<file path="config.mk">
export PLATFORM = sky130hd
export DESIGN_NAME = ins_writeback_flat
export DESIGN_NICKNAME = d
export VERILOG_FILES = /design/src/rtl/ins_writeback_if.sv /design/src/rtl/ins_writeback.sv /design/src/flat_wrapper.sv
export SDC_FILE = /design/constraint.sdc
export NUM_CORES = 1
export LEC_CHECK = 0
export BUFFER_PORTS_ARGS = -buffer_cell sky130_fd_sc_hd__clkbuf_2
export CELL_PAD_IN_SITES_DETAIL_PLACEMENT = 1
export CELL_PAD_IN_SITES_GLOBAL_PLACEMENT = 1
export CORE_AREA = 8 8 139 141
export DETAILED_ROUTE_END_ITERATION = 16
export DIE_AREA = 0 0 147 149
export GPL_ROUTABILITY_DRIVEN = 0
export HOLD_SLACK_MARGIN = 0.12
export PLACE_DENSITY_LB_ADDON = 0.15
export SLEW_MARGIN = 40
export SYNTH_ARGS = -nofsm -noshare
export SYNTH_HDL_FRONTEND = slang
export SYNTH_SLANG_ARGS = --single-unit
export TNS_END_PERCENT = 50
</file>
<file path="constraint.sdc">
create_clock -name sys_clk -period 14.9 [get_ports sys_clk]
set_input_delay 2.98 -clock sys_clk [delete_from_list [all_inputs] [get_ports sys_clk]]
set_output_delay 2.98 -clock sys_clk [all_outputs]
set_load 0.02 [all_outputs]
</file>
<file path="src/rtl/ins_writeback_if.sv">
// Execute-to-retire bundle: instruction requests in, register-file and data-memory
// write ports out, plus status back to the upstream stage.
interface ins_writeback_if;
   logic        ex_reg_w_op;
   logic [4:0]  ex_reg_w_reg_idx;
   logic [31:0] ex_reg_w_reg_val;
   logic        ex_mem_w_op;
   logic [31:0] ex_mem_w_mem_addr;
   logic [31:0] ex_mem_w_mem_val;
   logic        rf_w_en;
   logic [4:0]  rf_w_idx;
   logic [31:0] rf_w_val;
   logic        dmem_w_req;
   logic [31:0] dmem_w_addr;
   logic [31:0] dmem_w_data;
   logic        dmem_w_ack;
   logic        wb_busy;
   logic        wb_err_timeout;
   logic        wb_err_overrun;
   logic [31:0] wb_instret;

   // Handshake: the stage accepts an instruction (ex_reg_w_op | ex_mem_w_op) on a
   // posedge only while wb_busy=0; a memory write completes on the posedge where
   // dmem_w_req=1 and dmem_w_ack=1, and addr/data stay stable while req is high.
   modport master (
      output ex_reg_w_op, ex_reg_w_reg_idx, ex_reg_w_reg_val,
             ex_mem_w_op, ex_mem_w_mem_addr, ex_mem_w_mem_val, dmem_w_ack,
      input  rf_w_en, rf_w_idx, rf_w_val, dmem_w_req, dmem_w_addr, dmem_w_data,
             wb_busy, wb_err_timeout, wb_err_overrun, wb_instret
   );

   modport slave (
      input  ex_reg_w_op, ex_reg_w_reg_idx, ex_reg_w_reg_val,
             ex_mem_w_op, ex_mem_w_mem_addr, ex_mem_w_mem_val, dmem_w_ack,
      output rf_w_en, rf_w_idx, rf_w_val, dmem_w_req, dmem_w_addr, dmem_w_data,
             wb_busy, wb_err_timeout, wb_err_overrun, wb_instret
   );
endinterface

</file>
<file path="src/rtl/ins_writeback.sv">
// Retire stage: pulses register-file writes (skipping x0), runs one memory write at a
// time over req/ack with a timeout, and keeps sticky error flags and a retire count.
module ins_writeback #(
   parameter int TIMEOUT_CYCLES = 16,
   parameter int TO_CNT_W       = 5
) (
   input  logic             sys_clk,
   input  logic             sys_rst,
   ins_writeback_if.slave   bus,
   output logic             o_dbg_state
);

   typedef enum logic {ST_IDLE = 1'b0, ST_MEM = 1'b1} state_t;

   state_t               r_state;
   logic [TO_CNT_W-1:0]  r_to_cnt;
   logic                 r_rf_w_en;
   logic [4:0]           r_rf_w_idx;
   logic [31:0]          r_rf_w_val;
   logic                 r_dmem_w_req;
   logic [31:0]          r_dmem_w_addr;
   logic [31:0]          r_dmem_w_data;
   logic                 r_err_timeout;
   logic                 r_err_overrun;
   logic [31:0]          r_instret;
   logic                 w_in_valid;

   assign w_in_valid = bus.ex_reg_w_op | bus.ex_mem_w_op;

   always_ff @(posedge sys_clk or posedge sys_rst) begin
      if (sys_rst) begin
         r_state       <= ST_IDLE;
         r_to_cnt      <= '0;
         r_rf_w_en     <= 1'b0;
         r_rf_w_idx    <= '0;
         r_rf_w_val    <= '0;
         r_dmem_w_req  <= 1'b0;
         r_dmem_w_addr <= '0;
         r_dmem_w_data <= '0;
         r_err_timeout <= 1'b0;
         r_err_overrun <= 1'b0;
         r_instret     <= '0;
      end else begin
         r_rf_w_en <= 1'b0;
         case (r_state)
            ST_IDLE: begin
               if (w_in_valid) begin
                  r_instret <= r_instret + 32'd1;
                  if (bus.ex_reg_w_op && (bus.ex_reg_w_reg_idx != 5'd0)) begin
                     r_rf_w_en  <= 1'b1;
                     r_rf_w_idx <= bus.ex_reg_w_reg_idx;
                     r_rf_w_val <= bus.ex_reg_w_reg_val;
                  end
                  if (bus.ex_mem_w_op) begin
                     r_dmem_w_addr <= bus.ex_mem_w_mem_addr;
                     r_dmem_w_data <= bus.ex_mem_w_mem_val;
                     r_dmem_w_req  <= 1'b1;
                     r_to_cnt      <= '0;
                     r_state       <= ST_MEM;
                  end
               end
            end
            ST_MEM: begin
               // A new instruction here is dropped; upstream should have stalled.
               if (w_in_valid) begin
                  r_err_overrun <= 1'b1;
               end
               // Ack takes priority over a timeout landing on the same edge.
               if (bus.dmem_w_ack) begin
                  r_dmem_w_req <= 1'b0;
                  r_state      <= ST_IDLE;
               end else if (r_to_cnt == TO_CNT_W'(TIMEOUT_CYCLES - 1)) begin
                  r_dmem_w_req  <= 1'b0;
                  r_err_timeout <= 1'b1;
                  r_state       <= ST_IDLE;
               end else begin
                  r_to_cnt <= r_to_cnt + 1'b1;
               end
            end
            default: r_state <= ST_IDLE;
         endcase
      end
   end

   assign bus.rf_w_en        = r_rf_w_en;
   assign bus.rf_w_idx       = r_rf_w_idx;
   assign bus.rf_w_val       = r_rf_w_val;
   assign bus.dmem_w_req     = r_dmem_w_req;
   assign bus.dmem_w_addr    = r_dmem_w_addr;
   assign bus.dmem_w_data    = r_dmem_w_data;
   assign bus.wb_busy        = (r_state != ST_IDLE);
   assign bus.wb_err_timeout = r_err_timeout;
   assign bus.wb_err_overrun = r_err_overrun;
   assign bus.wb_instret     = r_instret;
   assign o_dbg_state        = r_state;

endmodule

</file>
<file path="src/flat_wrapper.sv">
// flat-port wrapper written by rule: the top's interface ports become plain ports
module ins_writeback_flat 
#(
   parameter int TIMEOUT_CYCLES = 16,
   parameter int TO_CNT_W       = 5
)
  (sys_clk, sys_rst, o_dbg_state, bus_ex_reg_w_op, bus_ex_reg_w_reg_idx, bus_ex_reg_w_reg_val, bus_ex_mem_w_op, bus_ex_mem_w_mem_addr, bus_ex_mem_w_mem_val, bus_dmem_w_ack, bus_rf_w_en, bus_rf_w_idx, bus_rf_w_val, bus_dmem_w_req, bus_dmem_w_addr, bus_dmem_w_data, bus_wb_busy, bus_wb_err_timeout, bus_wb_err_overrun, bus_wb_instret);
  ins_writeback_if bus_i ();
  input  logic sys_clk;
  input  logic sys_rst;
  output logic o_dbg_state;
  input wire logic [$bits(bus_i.ex_reg_w_op)-1:0] bus_ex_reg_w_op;
  input wire logic [$bits(bus_i.ex_reg_w_reg_idx)-1:0] bus_ex_reg_w_reg_idx;
  input wire logic [$bits(bus_i.ex_reg_w_reg_val)-1:0] bus_ex_reg_w_reg_val;
  input wire logic [$bits(bus_i.ex_mem_w_op)-1:0] bus_ex_mem_w_op;
  input wire logic [$bits(bus_i.ex_mem_w_mem_addr)-1:0] bus_ex_mem_w_mem_addr;
  input wire logic [$bits(bus_i.ex_mem_w_mem_val)-1:0] bus_ex_mem_w_mem_val;
  input wire logic [$bits(bus_i.dmem_w_ack)-1:0] bus_dmem_w_ack;
  output wire logic [$bits(bus_i.rf_w_en)-1:0] bus_rf_w_en;
  output wire logic [$bits(bus_i.rf_w_idx)-1:0] bus_rf_w_idx;
  output wire logic [$bits(bus_i.rf_w_val)-1:0] bus_rf_w_val;
  output wire logic [$bits(bus_i.dmem_w_req)-1:0] bus_dmem_w_req;
  output wire logic [$bits(bus_i.dmem_w_addr)-1:0] bus_dmem_w_addr;
  output wire logic [$bits(bus_i.dmem_w_data)-1:0] bus_dmem_w_data;
  output wire logic [$bits(bus_i.wb_busy)-1:0] bus_wb_busy;
  output wire logic [$bits(bus_i.wb_err_timeout)-1:0] bus_wb_err_timeout;
  output wire logic [$bits(bus_i.wb_err_overrun)-1:0] bus_wb_err_overrun;
  output wire logic [$bits(bus_i.wb_instret)-1:0] bus_wb_instret;
  assign bus_i.ex_reg_w_op = bus_ex_reg_w_op;
  assign bus_i.ex_reg_w_reg_idx = bus_ex_reg_w_reg_idx;
  assign bus_i.ex_reg_w_reg_val = bus_ex_reg_w_reg_val;
  assign bus_i.ex_mem_w_op = bus_ex_mem_w_op;
  assign bus_i.ex_mem_w_mem_addr = bus_ex_mem_w_mem_addr;
  assign bus_i.ex_mem_w_mem_val = bus_ex_mem_w_mem_val;
  assign bus_i.dmem_w_ack = bus_dmem_w_ack;
  assign bus_rf_w_en = bus_i.rf_w_en;
  assign bus_rf_w_idx = bus_i.rf_w_idx;
  assign bus_rf_w_val = bus_i.rf_w_val;
  assign bus_dmem_w_req = bus_i.dmem_w_req;
  assign bus_dmem_w_addr = bus_i.dmem_w_addr;
  assign bus_dmem_w_data = bus_i.dmem_w_data;
  assign bus_wb_busy = bus_i.wb_busy;
  assign bus_wb_err_timeout = bus_i.wb_err_timeout;
  assign bus_wb_err_overrun = bus_i.wb_err_overrun;
  assign bus_wb_instret = bus_i.wb_instret;
  ins_writeback #(.TIMEOUT_CYCLES(TIMEOUT_CYCLES), .TO_CNT_W(TO_CNT_W)) u_core (.sys_clk(sys_clk), .sys_rst(sys_rst), .bus(bus_i), .o_dbg_state(o_dbg_state));
endmodule
</file>
==> results.json <==
{
  "run_status": "complete, no violations",
  "p_per_area_nw_per_um2": 161,
  "power_leakage_uw": 0.00417,
  "clk_path_buf_depth": 2,
  "yosys_warnings": 0,
  "num_vias": 4711,
  "drtAntennaViolNets": 0,
  "layout_common_cells": "clkbuf_2, nand2_1, dfrtp_1, xnor2_1, nand3_1",
  "finalCritPeriodShare_pct": 30.3,
  "grt_max_degree": 87,
  "synth_top_family_by_area": "simple AND/OR/NAND/NOR gates",
  "syn_inst": 534,
  "synth-xor-area-share_pct": 4.92,
  "postCtsSetupBuffers": 0,
  "hpwl_um": 12700,
  "timing.final.max_slew_violations": 0,
  "cp-endpoint": "u_core.bus.rf_w_val[21]",
  "synth-compound-area-share_pct": 1.47,
  "avgSynthCellArea_um2": 10.7,
  "num_rows": 48,
  "cts_tree": "built",
  "r2r-end": "u_core.r_to_cnt[3]",
  "ir_worst_vdd_v": 0.0000757,
  "cp.buffers_inverters": 3,
  "rsz0062_at_grt": "no",
  "setup_slack_ns": 10.39,
  "io_buffers": 244,
  "place_ws_ns": 9.93,
  "antenna_cells": 0,
  "die_x_um": 147,
  "pin_count": 245,
  "worstSetupPathType": "in2reg",
  "dieHeight_um": 149,
  "clock-sinks": 143,
  "yosys.area_share.simple_pct": 21.3,
  "h-tree-depth": 4,
  "routed_wirelength_um": 16900,
  "critPathTopFamily": "simple AND/OR/NAND/NOR gates",
  "skew_ns": 0.00977,
  "drt_first_pass_iters": 4,
  "end_kind": "register",
  "slowest_stage": "or4_1",
  "yosys-mux-area-fraction_pct": 6.32,
  "finalHoldViolCount": 0,
  "die_area_um2": 21900,
  "path_cells": "clkbuf_2 -> or4_1 -> o21ai_4 -> buf_8 -> buf_8 -> mux2_2",
  "clk-insertion-delay-late_ns": 0.42,
  "tns_ns": 0,
  "start_util_pct": 33.4,
  "r2r-start": "u_core.r_to_cnt[0]",
  "crit_required_ns": 15.19,
  "fillers": 1980,
  "drv_cap": 0,
  "numCtsBuffers": 17,
  "antenna_found_initial": 1,
  "worst_pin_slew_ns": 0.717,
  "cts_resized": 0,
  "reg2reg_slack_ns": 12.76,
  "yosys.area_share.adder_pct": 0.658,
  "cts-hold-fix-buffers": 0,
  "max_freq_mhz": 222,
  "rr_worst_depth": 7,
  "fin_util_pct": 45.8,
  "clk_pin_slew_ns": 0.06,
  "clock-root-buffer": "clkbuf_16",
  "maxSlewHeadroom_pct": 52.2,
  "timing.hold.ws_ns": 0.467,
  "syn_area_um2": 5700,
  "grt_pass1_wl_um": 28200,
  "viasPerCell": 4.62,
  "grt_use_total_pct": 16.1,
  "ys_types": 35,
  "drive_gt1_share_pct": 38.8,
  "drt_iter0_drc": 126,
  "cp-startpoint": "bus_ex_reg_w_reg_idx[1]",
  "grt_pass1_vias": 5403,
  "synthesis.nets": 643,
  "hp-class": "reg2reg",
  "grt-ovfl-total": 0,
  "core_area_um2": 17100,
  "cp_num_cells": 6,
  "post_drt_wl_per_cell_um": 16.6,
  "final_common_cell": "clkbuf_2",
  "critPathLaunchType": "input port",
  "cpMostUsedCell": "buf_8",
  "seq_area_frac_synth_pct": 62.8,
  "synth-seq-cells": 143,
  "path_max_fanout": 14,
  "slowest_delay_ns": 0.56,
  "post-route-min-period_ns": 4.51,
  "areaGrowthSynthToFinish_pct": 37.1,
  "cp.arrival_ns": 4.81,
  "final_nets": 890,
  "drc_errors": 0,
  "setup_viol": 0
}
registers in the layout, summed over array words and instances, names as in the netlist:
| name | flops |
|---|---|
| u_core.bus.rf_w_en | 1 |
| u_core.bus.wb_err_timeout | 1 |
| u_core.bus.dmem_w_req | 1 |
| u_core.bus.wb_err_overrun | 1 |
| u_core.bus.rf_w_val | 32 |
| u_core.bus.dmem_w_addr | 32 |
| u_core.r_to_cnt | 5 |
| u_core.bus.rf_w_idx | 5 |
| u_core.bus.dmem_w_data | 32 |
| u_core.bus.wb_busy | 1 |
| u_core.bus.wb_instret | 32 |
metrics by stage:
step / power [uW] / cells / instance area (um2)
after CTS: 1280 / 1018 / 7790
final: 1260 / 1019 / 7810
after global placement: 808 / 984 / 7130
after floorplan: 690 / 534 / 5700
after detailed placement: 822 / 986 / 7160
after global routing: 1330 / 1019 / 7810
layer usage:
layer	vias up	global-route usage (%)	routed length (um)
met4	2	6.02	291
met1	2314	18.2	6930
met5	-	0	13
met2	158	26.3	8130
met3	24	7.22	1520
li1	2213	-	-
kinds of logic after synthesis:
logic type / after synthesis
simple gates: 285
flops: 143
xor+xnor: 32
mux: 32
buf+inv: 28
compound gates: 11
fa+ha+maj: 3
layout make-up:
| class | count | area (um2) | area share, % |
|---|---|---|---|
| flip-flops and latches | 143 | 3580 | 45.8 |
| multi-input cells | 363 | 1990 | 25.5 |
| repair buffers | 252 | 1310 | 16.7 |
| clock buffers | 20 | 447 | 5.72 |
| well taps | 225 | 282 | 3.60 |
| clock inverters | 12 | 184 | 2.35 |
| inverters | 4 | 22.5 | 0.288 |
how the worst min path moves through the flow:
stage / start / to / depth (start not counted)
CTS: u_core.bus.wb_instret[31] / u_core.bus.wb_instret[31] / 1
global route: u_core.bus.wb_err_timeout / u_core.bus.wb_err_timeout / 1
detailed placement: u_core.bus.wb_err_overrun / u_core.bus.wb_err_overrun / 1
finish: u_core.bus.wb_instret[31] / u_core.bus.wb_instret[31] / 1
global placement: u_core.bus.wb_err_overrun / u_core.bus.wb_err_overrun / 1
floorplan: u_core.r_to_cnt[4] / u_core.r_to_cnt[4] / 2
power breakdown:
part | switching [uW] | internal [uW]
combinational | 194 | 103
sequential | 51.6 | 460
clock | 165 | 286
total | 410 | 849
Yosys cell counts:
master,number,area share [%]
xnor2_1,28,4.3
nor4_1,3,0.33
nand2_1,223,15
xor2_1,4,0.61
nand3_1,19,1.7
nand4_1,12,1.3
or3_1,1,0.11
o21ai_0,5,0.44
or4_1,1,0.13
and3_1,5,0.55
a21oi_1,1,0.088
nor4_4,1,0.37
dfrtp_1,143,63
buf_1,2,0.13
o21bai_1,1,0.13
mux2_2,18,3.6
buf_4,4,0.53
buf_6,3,0.59
o21ai_2,1,0.15
nand2b_1,2,0.22
nor2b_1,1,0.11
inv_1,4,0.26
or2_2,1,0.11
ha_1,3,0.66
o21ba_2,1,0.18
nor3_1,1,0.088
and4_1,5,0.77
and2b_1,1,0.13
nor2_1,7,0.46
and2_1,2,0.22
mux2_1,14,2.8
a22o_1,1,0.15
clkbuf_1,11,0.72
o21bai_4,1,0.33
buf_2,4,0.35
(Power assumes the default switching activity.)
